[src/rtl/uart_tx_frame.sv]
// UART transmit framer: start bit, LSB-first data, optional parity, stop bit.
// Outputs are registered from the current state, one cycle behind acceptance.
module uart_tx_frame #(
    parameter int DATA_LENGTH = 8,
    parameter int PRESCALE_W  = 6
) (
    input  logic                   CLK,
    input  logic                   RST,
    input  logic [DATA_LENGTH-1:0] P_DATA,
    input  logic                   DATA_VALID,
    input  logic                   PAR_EN,
    input  logic                   PAR_TYP,
    input  logic [PRESCALE_W-1:0]  PRESCALE,
    output logic                   TX_OUT,
    output logic                   Busy
);
    localparam int IDX_W = (DATA_LENGTH > 1) ? $clog2(DATA_LENGTH) : 1;
    localparam logic [IDX_W-1:0] LAST_IDX = IDX_W'(DATA_LENGTH - 1);
    localparam logic [IDX_W-1:0] IDX_ONE = IDX_W'(1);
    localparam logic [PRESCALE_W-1:0] P_ONE = PRESCALE_W'(1);

    typedef enum logic [2:0] {
        IDLE,
        START,
        DATA,
        PARITY,
        STOP
    } state_t;

    state_t                 state;
    logic [PRESCALE_W-1:0]  timer;
    logic [PRESCALE_W-1:0]  presc_q;
    logic [IDX_W-1:0]       bit_idx;
    logic [DATA_LENGTH-1:0] data_q;
    logic                   par_en_q;
    logic                   par_typ_q;
    logic                   bit_done;
    logic                   par_bit;

    // A latched prescale of 0 behaves as 1: the timer never leaves 0.
    assign bit_done = (presc_q == '0) || (timer == presc_q - P_ONE);
    assign par_bit  = par_typ_q ? ~^data_q : ^data_q;

    always_ff @(posedge CLK) begin
        if (RST) begin
            state     <= IDLE;
            timer     <= '0;
            bit_idx   <= '0;
            presc_q   <= '0;
            data_q    <= '0;
            par_en_q  <= 1'b0;
            par_typ_q <= 1'b0;
            TX_OUT    <= 1'b1;
            Busy      <= 1'b0;
        end else begin
            if (state != IDLE) begin
                timer <= bit_done ? '0 : timer + P_ONE;
            end
            unique case (state)
                IDLE: begin
                    TX_OUT <= 1'b1;
                    Busy   <= 1'b0;
                    timer  <= '0;
                    if (DATA_VALID) begin
                        data_q    <= P_DATA;
                        par_en_q  <= PAR_EN;
                        par_typ_q <= PAR_TYP;
                        presc_q   <= PRESCALE;
                        state     <= START;
                    end
                end
                START: begin
                    TX_OUT <= 1'b0;
                    Busy   <= 1'b1;
                    if (bit_done) begin
                        bit_idx <= '0;
                        state   <= DATA;
                    end
                end
                DATA: begin
                    TX_OUT <= data_q[bit_idx];
                    Busy   <= 1'b1;
                    if (bit_done) begin
                        if (bit_idx == LAST_IDX) begin
                            state <= par_en_q ? PARITY : STOP;
                        end else begin
                            bit_idx <= bit_idx + IDX_ONE;
                        end
                    end
                end
                PARITY: begin
                    TX_OUT <= par_bit;
                    Busy   <= 1'b1;
                    if (bit_done) begin
                        state <= STOP;
                    end
                end
                STOP: begin
                    TX_OUT <= 1'b1;
                    Busy   <= 1'b1;
                    if (bit_done) begin
                        state <= IDLE;
                    end
                end
                default: begin
                    state <= IDLE;
                end
            endcase
        end
    end
endmodule

[config.mk]
export PLATFORM = sky130hd
export DESIGN_NAME = uart_tx_frame
export DESIGN_NICKNAME = d
export VERILOG_FILES = /design/src/rtl/uart_tx_frame.sv
export SDC_FILE = /design/constraint.sdc
export NUM_CORES = 1
export LEC_CHECK = 0
export BUFFER_PORTS_ARGS = -buffer_cell sky130_fd_sc_hd__clkbuf_2
export CORE_MARGIN = 4
export CORE_UTILIZATION = 50
export CTS_CLUSTER_SIZE = 16
export DETAILED_ROUTE_END_ITERATION = 8
export HOLD_SLACK_MARGIN = 0.15
export PLACE_DENSITY = 0.79
export SLEW_MARGIN = 20
export SYNTH_ARGS = -nofsm -noshare
export SYNTH_HDL_FRONTEND = slang
export SYNTH_SLANG_ARGS = --single-unit
[constraint.sdc]
create_clock -name CLK -period 2.6 [get_ports CLK]
set_input_delay 0.26 -clock CLK [delete_from_list [all_inputs] [get_ports CLK]]
set_output_delay 0.26 -clock CLK [all_outputs]
set_load 0.01 [all_outputs]
==> results.py <==
metrics = {
    "power": {
        "power_mw": 1.37,
        "p_sw_mw": 0.462,
        "vdd_ir_drop_max_uv": 453,
        "p_clk_share_pct": 25.5,
        "netSwitchingFraction_pct": 33.7,
        "power_density_nw_per_um2": 730,
        "intPower_mw": 0.910,
        "comb_power_share_pct": 31.7,
        "leakagePower_nw": 0.759,
        "seq_power_share_pct": 42.8,
    },
    "hold_path": {
        "min_to": "presc_q[5]",
        "min_path_cells": 3,
        "min_from": "PRESCALE[5]",
        "hold_class": "in -> reg",
    },
    "timing": {
        "finClkSkew_ns": 0.00754,
        "period_share_pct": 84.8,
        "rsz0062_at_grt": "no",
        "fin_tns_setup_ns": 0,
        "tightest_slew_ns": 0.657,
        "finalWorstPathRequiredPeriod_ns": 2.20,
        "drv_slew": 0,
        "max_freq_ghz": 0.454,
        "max_slew_margin_pct": 56.1,
        "hold_ws_ns": 0.167,
        "hold_violations": 0,
        "finalSetupViolCount": 0,
    },
    "floorplan": {
        "rows": 19,
        "die_w_microns": 63.6,
        "core_area_sq_um": 2850,
        "design.die.area_sq_um": 4050,
        "pin_count": 21,
        "die_y_microns": 63.6,
        "start_util_pct": 54.2,
    },
    "synthesis": {
        "synth_nets": 207,
        "syn_avg_cell_area_sq_um": 8.45,
        "netlist_area_sq_um": 1550,
        "yosys.area.top_type": "dfxtp_1",
        "yosysWarnings": 0,
        "syn_inst": 183,
        "netlist.area_leader.share_pct": 38.8,
        "ys_seq_area_share_pct": 38.8,
        "synth.distinct_cells": 33,
        "yosys-top-cells-area": "dfxtp_1 39%, nand2_1 9.7%, xnor2_1 6.8%",
        "ys_seq_elements": 30,
    },
    "global_routing": {
        "grt_usage_pct": 17.6,
        "grt_pass1_vias": 1295,
        "grt_pass1_wl_mm": 5.58,
        "grt_antenna_before_repair": 0,
        "grt_overflow_total": 0,
        "grt_max_degree": 30,
    },
    "routing": {
        "drc": 0,
        "maxUsedRoutingLayer": "met4",
        "wl_met1_mm": 1.35,
        "antenna_left": 0,
        "wl_met2_mm": 1.61,
        "num_vias": 1332,
        "drt_iter0_drc": 49,
        "wl_per_cell_microns": 12.7,
        "wl_mm": 3.15,
        "via_per_inst": 5.39,
        "wl_met3_microns": 135,
        "drt_pass1_iterations": 4,
    },
    "cells_and_area": {
        "nNetsFinal": 239,
        "design_area_sq_um": 1880,
        "area_delta_synth_final_pct": 21.5,
        "nFillCells": 236,
        "fin_util_pct": 65.9,
        "drive_gt1_share_pct": 17.6,
        "num_antenna_cells": 0,
    },
    "clock_tree": {
        "post_cts_resized": 0,
        "clock-root-buffer": "clkbuf_4",
        "cts.reportedPaths.clkPinSlew_ns": 0.10,
        "htreeDepth": 2,
        "cts_tree": "done",
        "clkSinkCount": 30,
        "clk_path_buf_depth": 2,
        "cts_setup_buffers": 0,
        "worstSkewPairLatency_ns": 0.34,
        "cts-hold-fix-buffers": 14,
        "cts_buffers": 5,
    },
    "setup_path": {
        "worstPathArrival_ns": 2.41,
        "timing.critical_path.from": "presc_q[0]",
        "end_kind": "register",
        "crit-reg2reg-launch": "presc_q[0]",
        "rrSetupSlack_ns": 0.40,
        "critPathKind": "reg -> reg",
        "critical_path.startpoint_type": "register",
        "required_ns": 2.80,
        "r2r_cells": 8,
        "timing.rr.end": "state[0]",
        "critPathMaxFanout": 8,
    },
    "outcome": {
        "status": "finished, final reports clean",
    },
    "placed_design": {
        "io_buffers": 20,
        "dpl_cell_area_sq_um": 1660,
        "hpwl_mm": 2.22,
        "gp_congestion": 0.731,
    },
    "run": {
        "drv_cap": 0,
    },
}
cell families (layout without fill, tap and decap cells):
| logic type | Yosys count | in the layout | share of synthesized area, % |
|---|---|---|---|
| adders and majority gates | 5 | 5 | 4.05 |
| buffers and inverters | 13 | 46 | 3.24 |
| AOI/OAI and AO/OA | 30 | 30 | 12.8 |
| DFF | 30 | 30 | 38.8 |
| and+or+nand+nor | 79 | 79 | 24.3 |
| xor gates and xnor gates | 20 | 20 | 11.3 |
| muxes | 6 | 6 | 5.50 |
state kept, by name, summed over array words and instances, names as in the netlist:
signal / cells
TX_OUT: 1
bit_idx: 3
par_typ_q: 1
presc_q: 6
timer: 6
data_q: 8
state: 3
par_en_q: 1
Busy: 1
power by group through the flow:
stage                     Sequential [mW]  Combinational [mW]  Clock (mW)
final                               0.587               0.435       0.350
after global placement              0.594               0.407           0
after CTS                           0.588               0.438       0.360
after global routing                0.600               0.492       0.383
after floorplan                     0.570               0.356           0
after detailed placement            0.599               0.420           0
layer usage:
metal	up-vias	GRT usage, %
met5	-	0
met3	6	6.04
met1	620	19.3
li1	682	-
met4	0	7.55
met2	24	30.6
worst max-delay path, cell delays in order, from the launching register on:
cell	delay, ns
dfxtp_1	0.44
inv_1	0.09
ha_1	0.25
xor2_1	0.15
o2111ai_1	0.18
o21ai_0	0.17
o32ai_4	0.43
mux2i_1	0.27
a211oi_2	0.08
area by class of cell:
cell class	instances	area [sq um]	share of cell area [%]
clock buffer	8	78.8	4.19
inverter	3	11.3	0.599
multi-input combinational	140	902	48.0
sequential	30	601	32.0
tap	31	38.8	2.06
timing repair buffer	35	248	13.2
worst max-delay path by stage:
stage / endpoint / cells after the start / slack [ns]
after floorplan: state[1] / 8 / 0.61
after global placement: state[0] / 8 / 0.51
after CTS: state[0] / 8 / 0.40
after detailed placement: state[0] / 8 / 0.42
after global routing: bit_idx[2] / 8 / 0.19
final: state[0] / 8 / 0.40
Yosys cell counts (all sizes together):
cell type,instances
inv,3
nand3b,2
a211oi,3
clkbuf,9
mux2i,4
o32ai,1
nand2,40
ha,5
or2,1
dfxtp,30
or3,3
o21ai,3
xor2,8
nor4b,2
a31oi,1
nor2b,1
a21oi,19
nand4b,1
buf,1
and4b,1
nor3,6
xnor2,12
a211o,1
nand3,4
o2111ai,1
nor2,13
or3b,1
nand2b,4
o2bb2ai,1
mux4,2
cell usage in the layout (no fill, tap or decap):
master	n
nand3b_1	2
a211oi_2	1
or3_4	1
or2_2	1
inv_1	3
a21oi_1	19
or3_1	2
xnor2_1	12
o21ai_0	3
xor2_1	8
a31oi_1	1
nor4b_1	1
nand3_1	4
nor4b_2	1
mux2i_1	4
and4b_1	1
clkbuf_4	5
buf_4	1
mux4_2	2
dfxtp_1	30
nor3_1	5
dlygate4sd3_1	14
nand2_1	40
a211o_1	1
nand4b_1	1
nor3_2	1
nor2_1	13
clkbuf_8	3
clkbuf_2	20
o2bb2ai_1	1
or3b_2	1
nand2b_1	4
o2111ai_1	1
o32ai_4	1
ha_1	5
a211oi_1	2
nor2b_1	1
metrics by stage:
| stage | std cells | setup WS, ns |
|---|---|---|
| finish | 247 | 0.395 |
| global route | 247 | 0.190 |
| CTS | 247 | 0.396 |
| detailed placement | 225 | 0.417 |
| global placement | 225 | 0.510 |
| floorplan | 183 | 0.605 |
(Power assumes the default switching activity.)
